[src/rtl/bz_link_pkg.sv]
// Shared types, defaults and header-field helpers for the board-to-board flit link.
package bz_link_pkg;

    localparam int FLIT_W_DEF    = 11;
    localparam int LEN_W_DEF     = 4;
    localparam int MAX_FLITS_DEF = 4;
    localparam int TIMEOUT_DEF   = 16;
    localparam int CNT_W_DEF     = 16;

    typedef enum logic [1:0] {
        IDLE,
        BODY,
        HOLD
    } state_t;

    // Flits are passed zero-extended to 32 bits; callers cast the result to the field width.
    function automatic logic [31:0] hdr_len(input logic [31:0] flit, input int len_w);
        return flit & ((32'd1 << len_w) - 32'd1);
    endfunction

    function automatic logic [31:0] hdr_tag(input logic [31:0] flit, input int len_w);
        return flit >> len_w;
    endfunction

endpackage

[src/rtl/bz_sat_counter.sv]
// Saturating event counter: holds at all-ones instead of wrapping.
// Latency: count reflects an inc one cycle later.
// Backpressure: none; inc is sampled every cycle.
module bz_sat_counter #(
    parameter int W = 16
) (
    input  logic         clk,
    input  logic         reset,
    input  logic         inc,
    output logic [W-1:0] count
);

    always_ff @(posedge clk) begin
        if (reset) begin
            count <= '0;
        end else if (inc && (count != '1)) begin
            count <= count + W'(1);
        end
    end

endmodule

[src/rtl/bz_link_rx.sv]
// Link receiver: reassembles header + len data flits into one wide packet word.
// Latency: out_valid one cycle after the last data flit is accepted.
// Backpressure: in_ready drops while a packet is held; output holds until out_ready.
module bz_link_rx
    import bz_link_pkg::*;
#(
    parameter int FLIT_W    = FLIT_W_DEF,
    parameter int LEN_W     = LEN_W_DEF,
    parameter int MAX_FLITS = MAX_FLITS_DEF,
    parameter int TIMEOUT   = TIMEOUT_DEF,
    parameter int CNT_W     = CNT_W_DEF
) (
    input  logic                          clk,
    input  logic                          reset,
    input  logic [FLIT_W-1:0]             in_data,
    input  logic                          in_valid,
    output logic                          in_ready,
    output logic [MAX_FLITS*FLIT_W-1:0]   out_data,
    output logic [FLIT_W-LEN_W-1:0]       out_tag,
    output logic [LEN_W-1:0]              out_len,
    output logic                          out_valid,
    input  logic                          out_ready,
    output logic [CNT_W-1:0]              pkt_count,
    output logic [CNT_W-1:0]              err_len_count,
    output logic [CNT_W-1:0]              err_timeout_count
);

    localparam int TAG_W = FLIT_W - LEN_W;
    localparam int TO_W  = (TIMEOUT > 1) ? $clog2(TIMEOUT) : 1;
    localparam logic [TO_W-1:0]  TO_LAST = TO_W'((TIMEOUT > 0) ? TIMEOUT - 1 : 0);
    localparam logic [LEN_W-1:0] MAX_LEN = LEN_W'(MAX_FLITS);

    state_t                           state, state_nxt;
    logic [LEN_W-1:0]                 len_q, idx_q, hdr_len_v;
    logic [TAG_W-1:0]                 tag_q, hdr_tag_v;
    logic [MAX_FLITS-1:0][FLIT_W-1:0] payload_q;
    logic [TO_W-1:0]                  idle_q;
    logic                             acc, hdr_ok, last_flit, to_abort, deliver;

    assign hdr_len_v = LEN_W'(hdr_len(32'(in_data), LEN_W));
    assign hdr_tag_v = TAG_W'(hdr_tag(32'(in_data), LEN_W));

    // Ready/valid depend only on state (and reset), never on the partner's handshake input.
    assign in_ready  = !reset && (state != HOLD);
    assign out_valid = (state == HOLD);

    assign acc       = in_valid && in_ready;
    assign deliver   = out_valid && out_ready;
    assign hdr_ok    = (hdr_len_v != '0) && (hdr_len_v <= MAX_LEN);
    assign last_flit = (idx_q == (len_q - LEN_W'(1)));
    assign to_abort  = (TIMEOUT > 0) && (state == BODY) && !acc && (idle_q == TO_LAST);

    assign out_data  = payload_q;
    assign out_tag   = tag_q;
    assign out_len   = len_q;

    always_ff @(posedge clk) begin
        if (reset) begin
            state <= IDLE;
        end else begin
            state <= state_nxt;
        end
    end

    always_comb begin
        state_nxt = state;
        case (state)
            IDLE: if (acc && hdr_ok) state_nxt = BODY;
            BODY: begin
                if (acc && last_flit) begin
                    state_nxt = HOLD;
                end else if (to_abort) begin
                    state_nxt = IDLE;
                end
            end
            HOLD: if (out_ready) state_nxt = IDLE;
            default: state_nxt = IDLE;
        endcase
    end

    // Payload is cleared per packet so slots beyond len read as zero.
    always_ff @(posedge clk) begin
        if (reset) begin
            len_q     <= '0;
            tag_q     <= '0;
            idx_q     <= '0;
            idle_q    <= '0;
            payload_q <= '0;
        end else if ((state == IDLE) && acc && hdr_ok) begin
            len_q     <= hdr_len_v;
            tag_q     <= hdr_tag_v;
            idx_q     <= '0;
            idle_q    <= '0;
            payload_q <= '0;
        end else if (state == BODY) begin
            if (acc) begin
                for (int k = 0; k < MAX_FLITS; k++) begin
                    if (idx_q == LEN_W'(k)) begin
                        payload_q[k] <= in_data;
                    end
                end
                idx_q  <= idx_q + LEN_W'(1);
                idle_q <= '0;
            end else if (!to_abort) begin
                idle_q <= idle_q + TO_W'(1);
            end
        end
    end

    bz_sat_counter #(.W(CNT_W)) u_pkt_cnt (
        .clk   (clk),
        .reset (reset),
        .inc   (deliver),
        .count (pkt_count)
    );

    bz_sat_counter #(.W(CNT_W)) u_err_len_cnt (
        .clk   (clk),
        .reset (reset),
        .inc   ((state == IDLE) && acc && !hdr_ok),
        .count (err_len_count)
    );

    bz_sat_counter #(.W(CNT_W)) u_err_to_cnt (
        .clk   (clk),
        .reset (reset),
        .inc   (to_abort),
        .count (err_timeout_count)
    );

endmodule

[config.mk]
export PLATFORM = sky130hd
export DESIGN_NAME = bz_link_rx
export DESIGN_NICKNAME = d
export VERILOG_FILES = /design/src/rtl/bz_link_pkg.sv /design/src/rtl/bz_sat_counter.sv /design/src/rtl/bz_link_rx.sv
export SDC_FILE = /design/constraint.sdc
export NUM_CORES = 1
export LEC_CHECK = 0
export CAP_MARGIN = 40
export CORE_MARGIN = 5
export CORE_UTILIZATION = 45
export CTS_CLUSTER_SIZE = 24
export DETAILED_ROUTE_END_ITERATION = 7
export HOLD_SLACK_MARGIN = 0.03
export PLACE_DENSITY = 0.87
export SETUP_SLACK_MARGIN = 0.3
export SKIP_CTS_REPAIR_TIMING = 1
export SLEW_MARGIN = 10
export SYNTH_ARGS = -nofsm -noshare
export SYNTH_HDL_FRONTEND = slang
export SYNTH_SLANG_ARGS = --single-unit
[constraint.sdc]
create_clock -name clk -period 1.65 [get_ports clk]
set_input_delay 0.2475 -clock clk [delete_from_list [all_inputs] [get_ports clk]]
set_output_delay 0.2475 -clock clk [all_outputs]
set_load 0.02 [all_outputs]
==> flow_results.xml, run 1 <==
<?xml version="1.0" encoding="UTF-8"?>
<metrics>
  <group name="grt">
    <metric name="grt_pass1_vias" unit="">5213</metric>
    <metric name="antenna_violations_before_repair" unit="">0</metric>
    <metric name="grt_pass1_wl" unit="mm">25.99</metric>
    <metric name="grt_max_degree" unit="">51</metric>
    <metric name="global_route.usage.total" unit="">0.2477</metric>
    <metric name="globalRouteOverflowTotal" unit="">0</metric>
  </group>
  <group name="die">
    <metric name="floorplan.initialDensity" unit="">0.4608</metric>
    <metric name="design.portCount" unit="">120</metric>
    <metric name="die_area" unit="sq um">13360</metric>
    <metric name="design.core.area" unit="sq um">10890</metric>
    <metric name="floorplan.rows" unit="">38</metric>
    <metric name="fp.dieW" unit="microns">115.6</metric>
    <metric name="die_y" unit="microns">115.6</metric>
  </group>
  <group name="synth">
    <metric name="synth.yosys.warnings" unit="">0</metric>
    <metric name="number_of_flops_mapped_to_enable_cells_by_yosys" unit="">0</metric>
    <metric name="synth_cell_type_count" unit="">56</metric>
    <metric name="synth_fp_nets" unit="">596</metric>
    <metric name="asyncSetResetFlopFracSynth" unit="">0</metric>
    <metric name="syn-instance-count" unit="">572</metric>
    <metric name="synthesis.area_per_instance" unit="sq um">8.772</metric>
    <metric name="synth.yosys.seq_area_share" unit="">0.4509</metric>
    <metric name="synthesis.area" unit="sq um">5017</metric>
    <metric name="yosys_register_bits" unit="">113</metric>
    <metric name="top_ff_cell_synth" unit="">dfxtp_1</metric>
  </group>
  <group name="hold_path">
    <metric name="worstHoldPathCells" unit="">3</metric>
    <metric name="holdPathEnd" unit="">state[1]</metric>
    <metric name="min_path_type" unit="">in2reg</metric>
    <metric name="worst_hold_startpoint" unit="">reset</metric>
  </group>
  <group name="finish">
    <metric name="final_util" unit="">0.8117</metric>
    <metric name="layout.cells.most_common_list" unit="">buf_4 (92), nor2_1 (62), buf_6 (59)</metric>
    <metric name="layout.cell_area.non_filler" unit="sq um">8837</metric>
    <metric name="share_of_layout_cells_above_drive_strength_1" unit="">0.5929</metric>
    <metric name="layout.cells.non_filler" unit="">953</metric>
    <metric name="layout.cells.most_common" unit="">buf_4</metric>
    <metric name="syn_to_final_growth" unit="%">76.13</metric>
    <metric name="n_antenna_cell" unit="">0</metric>
    <metric name="final_nets" unit="">824</metric>
  </group>
  <group name="worst_setup_path">
    <metric name="critical_path.endpoint_type" unit="">register</metric>
    <metric name="crit_chain" unit="">nor4bb_4 -&gt; buf_4 -&gt; nor3b_4 -&gt; buf_6 -&gt; clkbuf_16 -&gt; nand3_1 -&gt; a21oi_2</metric>
    <metric name="crit_path_dat" unit="ns">2.27</metric>
    <metric name="worst_r2r_path_depth" unit="">7</metric>
    <metric name="cell_with_the_largest_stage_delay_on_the_worst_path" unit="">dfxtp_4</metric>
    <metric name="timing.critical_path.fanout_max" unit="">5</metric>
    <metric name="worst-endpoint-required" unit="ns">2.11</metric>
    <metric name="timing.reg2reg.setup_slack" unit="ns">-0.16</metric>
    <metric name="reg2reg_to" unit="">out_data[2]</metric>
    <metric name="critical_path_class" unit="">reg2reg</metric>
    <metric name="crit-reg2reg-launch" unit="">state[1]</metric>
    <metric name="cp-start-kind" unit="">register</metric>
    <metric name="max_stage_delay" unit="ns">0.37</metric>
  </group>
  <group name="timing">
    <metric name="timing.final.ws_setup" unit="ns">-0.1601</metric>
    <metric name="drv_slew" unit="">0</metric>
    <metric name="slew-limit-headroom" unit="">0.4690</metric>
    <metric name="period_minus_slack" unit="ns">1.810</metric>
    <metric name="report.final.setup_viol" unit="">56</metric>
    <metric name="min_period_over_period" unit="">1.097</metric>
    <metric name="finClkSkew" unit="ns">0.005634</metric>
    <metric name="finalHoldViolCount" unit="">0</metric>
    <metric name="tightestPinTransition" unit="ns">0.7965</metric>
    <metric name="clock.fmax" unit="GHz">0.5525</metric>
    <metric name="grt_setup_unrepaired" unit="">true</metric>
  </group>
  <group name="power_and_ir_drop">
    <metric name="power_per_cell_area" unit="nW/um^2">789.9</metric>
    <metric name="cellLeakagePower" unit="nW">3.390</metric>
    <metric name="irDropWorstVdd" unit="mV">1.041</metric>
    <metric name="totalPowerFinal" unit="mW">6.981</metric>
  </group>
  <group name="clock_network">
    <metric name="clock_latency" unit="ns">0.53</metric>
    <metric name="cts_tree" unit="">done</metric>
    <metric name="worst_path_clk_slew" unit="ns">0.06</metric>
    <metric name="h-tree-depth" unit="">4</metric>
    <metric name="tritoncts_num_sinks" unit="">113</metric>
    <metric name="cell_at_the_root_of_the_clock_tree" unit="">clkbuf_8</metric>
    <metric name="ctsLongestPathBuffers" unit="">2</metric>
    <metric name="cts_inserted_buffers" unit="">17</metric>
  </group>
  <group name="route">
    <metric name="drc_errors" unit="">0</metric>
    <metric name="detail_route.wl_per_cell" unit="microns">21.29</metric>
    <metric name="first_iter_violations" unit="">334</metric>
    <metric name="ant_nets" unit="">0</metric>
    <metric name="via_per_inst" unit="">5.848</metric>
    <metric name="drt_first_pass_iters" unit="">5</metric>
    <metric name="drt_wl_total" unit="mm">20.29</metric>
    <metric name="via_count" unit="">5573</metric>
  </group>
  <group name="status">
    <metric name="failed_checks" unit="">setup timing</metric>
    <metric name="run_status" unit="">finished with violations</metric>
  </group>
  <group name="placement">
    <metric name="dp.cells" unit="">873</metric>
    <metric name="post-dp-hpwl" unit="mm">11.24</metric>
    <metric name="finalWeightedCongestion" unit="">0.8785</metric>
    <metric name="dpl_cell_area" unit="sq um">7336</metric>
    <metric name="portBuffers" unit="">119</metric>
  </group>
  <group name="flow_run">
    <metric name="max_cap_violations" unit="">0</metric>
  </group>
</metrics>
## worst max-delay path, delay by kind of cell, from the launching register on
family	cells	cell delay, ns
AOI/OAI and AO/OA	1	0.22
and+or+nand+nor	3	0.65
buffers and inverters	3	0.51
DFF	1	0.37
## per-layer routing
metal | routed length [microns] | track usage | part of all wire
met5 | 0 | 0 | 0
met4 | 601 | 0.1088 | 0.030
met3 | 1637 | 0.07311 | 0.081
met1 | 7681 | 0.2893 | 0.38
met2 | 10370 | 0.4217 | 0.51
## worst max path at each step
stage	start	end	cells after the start	slack (ns)
6_report	state[1]	out_data[2]	7	-0.16
3_5_place_dp	in_data[0]	u_err_len_cnt.count[15]	7	-0.59
3_3_place_gp	in_data[0]	u_err_len_cnt.count[15]	7	-0.51
5_1_grt	state[1]	out_data[8]	7	-0.23
2_1_floorplan	u_err_len_cnt.count[6]	u_err_len_cnt.count[15]	7	-0.13
4_1_cts	state[0]	out_valid	3	-0.50
## cell type report
type / count / area, sq um
Timing Repair Buffer: 240 / 2051
Inverter: 11 / 46.29
Multi-Input combinational cell: 417 / 3545
Tap cell: 140 / 175.2
Clock inverter: 10 / 120.1
Fill cell: 602 / 2051
Sequential cell: 113 / 2416
Clock buffer: 22 / 484.2
## Yosys cell counts, types with 3 or more instances
library cell  count  area [sq um]
nor3_1           11         55.05
a211oi_1          3         22.52
nor2_1           65         244.0
a21oi_1          59         295.3
buf_2             5         25.02
nand3_1          54         270.3
and3_1            6         37.54
mux2i_1          15         150.1
a311oi_1          3         26.28
nand2b_1          6         37.54
ha_1              9         112.6
nand4_1          17         106.4
buf_6             5         56.30
nor3b_1           3         22.52
and4_1            6         52.55
xor2_1            9         78.83
nand2_1          64         240.2
clkbuf_1         20         75.07
inv_1            11         41.29
xnor2_1          35         306.5
nor4_1            5         31.28
nor4b_1           4         35.03
dfxtp_1         113          2262
## metrics by stage
| step | hold slack [ns] | setup slack (ns) | setup TNS [ns] |
|---|---|---|---|
| after floorplan | 0.3783 | -0.1260 | -0.8641 |
| after global placement | 0.4370 | -0.5110 | -37.34 |
| after detailed placement | 0.4453 | -0.5864 | -40.57 |
| after CTS | 0.07656 | -0.5035 | -21.52 |
| after global routing | 0.1239 | -0.2287 | -9.312 |
| final | 0.1354 | -0.1601 | -5.140 |
## registers in the layout, indices dropped and copies added (netlist names)
signal               flops
u_err_to_cnt.count      16
u_err_len_cnt.count     16
out_data                44
u_pkt_cnt.count         16
idx_q                    4
state                    2
idle_q                   4
out_len                  4
out_tag                  7
## report_power, final
| part | internal, mW | total [mW] | switching, mW |
|---|---|---|---|
| clock | 2.37 | 3.78 | 1.41 |
| combinational | 0.213 | 0.485 | 0.273 |
| sequential | 2.70 | 2.72 | 0.0184 |
## cell families after synthesis
| logic type | share of synthesized area |
|---|---|
| AO/OA/AOI/OAI | 0.1130 |
| XOR/XNOR | 0.07681 |
| adder cells (fa/ha/maj) | 0.02244 |
| buffers and inverters | 0.04289 |
| flip-flops | 0.4509 |
| multiplexers | 0.02992 |
| AND/OR/NAND/NOR | 0.2641 |
Note: power is estimated with default switching activity, not from simulation.
==> run 2: changes to the inputs <==
Settings changed: GPL_ROUTABILITY_DRIVEN set to 0.
==> results of run 2 <==
Final layout, timing and power as in run 1 (identical DEF).
==> run 3: changes to the inputs <==
Settings changed: CTS_BUF_LIST set to sky130_fd_sc_hd__clkbuf_16.
==> run 3 against run 2 <==
The run still ends with setup timing left. Count of clock-buffer cells in the layout shrank 4. Global-route usage shrank 0.25 points. Setup slack gained 0.047 ns. Combinational power shrank 8.0%. Sequential share of layout area shrank 0.60 points. First-iteration DRC count grew 32%. Via count shrank 0.38%. Final cell count shrank 1.0%. Fmax grew 2.7%. Clock skew grew 0.0034 ns. Highest routed layer is now met5.
==> flow_results.xml, run 3 (synthesized netlist as in run 1, its figures left out) <==
<?xml version="1.0" encoding="UTF-8"?>
<metrics>
  <group name="status">
    <metric name="run_status" unit="">finished with violations</metric>
    <metric name="failed_checks" unit="">setup timing</metric>
  </group>
  <group name="placement">
    <metric name="portBuffers" unit="">119</metric>
    <metric name="place_ws" unit="ns">-0.5864</metric>
    <metric name="post-dp-hpwl" unit="mm">11.24</metric>
  </group>
  <group name="timing">
    <metric name="clock.fmax" unit="GHz">0.5673</metric>
    <metric name="tightestPinTransition" unit="ns">0.6071</metric>
    <metric name="final.hold.worst_slack" unit="ns">0.1740</metric>
    <metric name="finClkSkew" unit="ns">0.009079</metric>
    <metric name="final.setup.tns" unit="ns">-2.917</metric>
    <metric name="grt_setup_unrepaired" unit="">true</metric>
    <metric name="report.final.setup_viol" unit="">49</metric>
    <metric name="min_period_over_period" unit="">1.068</metric>
    <metric name="drv_slew" unit="">0</metric>
    <metric name="slew-limit-headroom" unit="">0.5953</metric>
    <metric name="period_minus_slack" unit="ns">1.763</metric>
    <metric name="finalHoldViolCount" unit="">0</metric>
    <metric name="timing.final.ws_setup" unit="ns">-0.1128</metric>
  </group>
  <group name="finish">
    <metric name="final_util" unit="">0.8237</metric>
    <metric name="layout.cells.most_common" unit="">buf_4</metric>
    <metric name="n_antenna_cell" unit="">0</metric>
    <metric name="share_of_layout_cells_above_drive_strength_1" unit="">0.4732</metric>
    <metric name="layout.cells.most_common_list" unit="">buf_4 (91), dlymetal6s2s_1 (81), dfxtp_1 (62)</metric>
    <metric name="final_nets" unit="">814</metric>
    <metric name="number_of_flip_flops_in_the_largest_register" unit="">44</metric>
    <metric name="n_fill_cell" unit="">590</metric>
    <metric name="syn_to_final_growth" unit="%">78.75</metric>
  </group>
  <group name="clock_network">
    <metric name="h-tree-depth" unit="">4</metric>
    <metric name="cell_at_the_root_of_the_clock_tree" unit="">clkbuf_16</metric>
    <metric name="worst_path_clk_slew" unit="ns">0.06</metric>
    <metric name="ctsLongestPathBuffers" unit="">2</metric>
    <metric name="tritoncts_num_sinks" unit="">113</metric>
    <metric name="cts_inserted_buffers" unit="">17</metric>
    <metric name="cts_tree" unit="">done</metric>
    <metric name="clock_latency" unit="ns">0.42</metric>
  </group>
  <group name="route">
    <metric name="first_iter_violations" unit="">442</metric>
    <metric name="via_per_inst" unit="">5.888</metric>
    <metric name="drt_first_pass_iters" unit="">5</metric>
    <metric name="drt_wl_total" unit="mm">20.12</metric>
    <metric name="detail_route.wl_per_cell" unit="microns">21.33</metric>
    <metric name="via_count" unit="">5552</metric>
    <metric name="ant_nets" unit="">0</metric>
    <metric name="drc_errors" unit="">0</metric>
  </group>
  <group name="die">
    <metric name="die_area" unit="sq um">13360</metric>
    <metric name="design.portCount" unit="">120</metric>
    <metric name="floorplan.rows" unit="">38</metric>
    <metric name="design.core.area" unit="sq um">10890</metric>
    <metric name="floorplan.initialDensity" unit="">0.4608</metric>
    <metric name="fp.dieW" unit="microns">115.6</metric>
    <metric name="die_y" unit="microns">115.6</metric>
  </group>
  <group name="power_and_ir_drop">
    <metric name="power_per_cell_area" unit="nW/um^2">763.6</metric>
    <metric name="irDropWorstVdd" unit="mV">1.103</metric>
    <metric name="cellLeakagePower" unit="nW">4.584</metric>
    <metric name="totalPowerFinal" unit="mW">6.848</metric>
  </group>
  <group name="worst_setup_path">
    <metric name="critical_path_class" unit="">reg2reg</metric>
    <metric name="crit_path_dat" unit="ns">2.06</metric>
    <metric name="critical_path.endpoint_type" unit="">register</metric>
    <metric name="worst-endpoint-required" unit="ns">1.95</metric>
    <metric name="cp-start-kind" unit="">register</metric>
    <metric name="timing.critical_path.fanout_max" unit="">11</metric>
  </group>
  <group name="hold_path">
    <metric name="min_path_type" unit="">in2reg</metric>
  </group>
  <group name="grt">
    <metric name="antenna_violations_before_repair" unit="">1</metric>
    <metric name="grt_max_degree" unit="">51</metric>
    <metric name="global_route.usage.total" unit="">0.2452</metric>
    <metric name="globalRouteOverflowTotal" unit="">0</metric>
    <metric name="grt_pass1_wl" unit="mm">25.75</metric>
    <metric name="grt_pass1_vias" unit="">5164</metric>
  </group>
  <group name="flow_run">
    <metric name="max_cap_violations" unit="">0</metric>
  </group>
</metrics>
==> run 3: path summary, 6_finish.rpt <==
kind           startpoint           end  slack (ns)  cells past startpoint
min reg2reg  out_data[17]  out_data[17]        0.45                      2
min            in_data[2]    out_len[2]        0.17                      3
max reg2reg      state[1]   out_data[1]       -0.11                      8
max              state[1]   out_data[1]       -0.11                      8
==> run 3: area by class of cell <==
class | instances | area [sq um] | area share
Tap cell | 140 | 175.2 | 0.01953
Inverter | 11 | 43.79 | 0.004883
Timing Repair Buffer | 229 | 2258 | 0.2518
Clock inverter | 14 | 135.1 | 0.01507
Sequential cell | 113 | 2399 | 0.2674
Multi-Input combinational cell | 418 | 3507 | 0.3910
Clock buffer | 18 | 450.4 | 0.05022
==> run 3: metal layers <==
| layer | track usage | vias up | wire length [microns] |
|---|---|---|---|
| met5 | 0 | - | 13 |
| met4 | 0.1182 | 2 | 569 |
| met3 | 0.07050 | 62 | 1650 |
| met2 | 0.4086 | 315 | 10410 |
| met1 | 0.2906 | 2717 | 7471 |
| li1 | - | 2456 | - |
==> run 3: report_power, final <==
group | total, mW | internal, mW | switching [mW]
Combinational | 0.446 | 0.189 | 0.257
Sequential | 2.72 | 2.70 | 0.0182
Clock | 3.68 | 2.30 | 1.38
Total | 6.85 | 5.19 | 1.66
==> run 3: worst max-delay path: stages, from the launching register on <==
cell and delay (ns):
dfxtp_4 0.37, nor4bb_4 0.28, buf_4 0.15, nor3b_4 0.18, buf_6 0.21, buf_12 0.16
nand2_8 0.08, nand2_1 0.12, a21oi_1 0.07
==> run 3: stage by stage <==
stage / std cells / instance area (sq um)
after global placement: 873 / 7336
after detailed placement: 873 / 7336
after floorplan: 572 / 5597
after global routing: 943 / 8969
after CTS: 905 / 7921
final: 943 / 8969
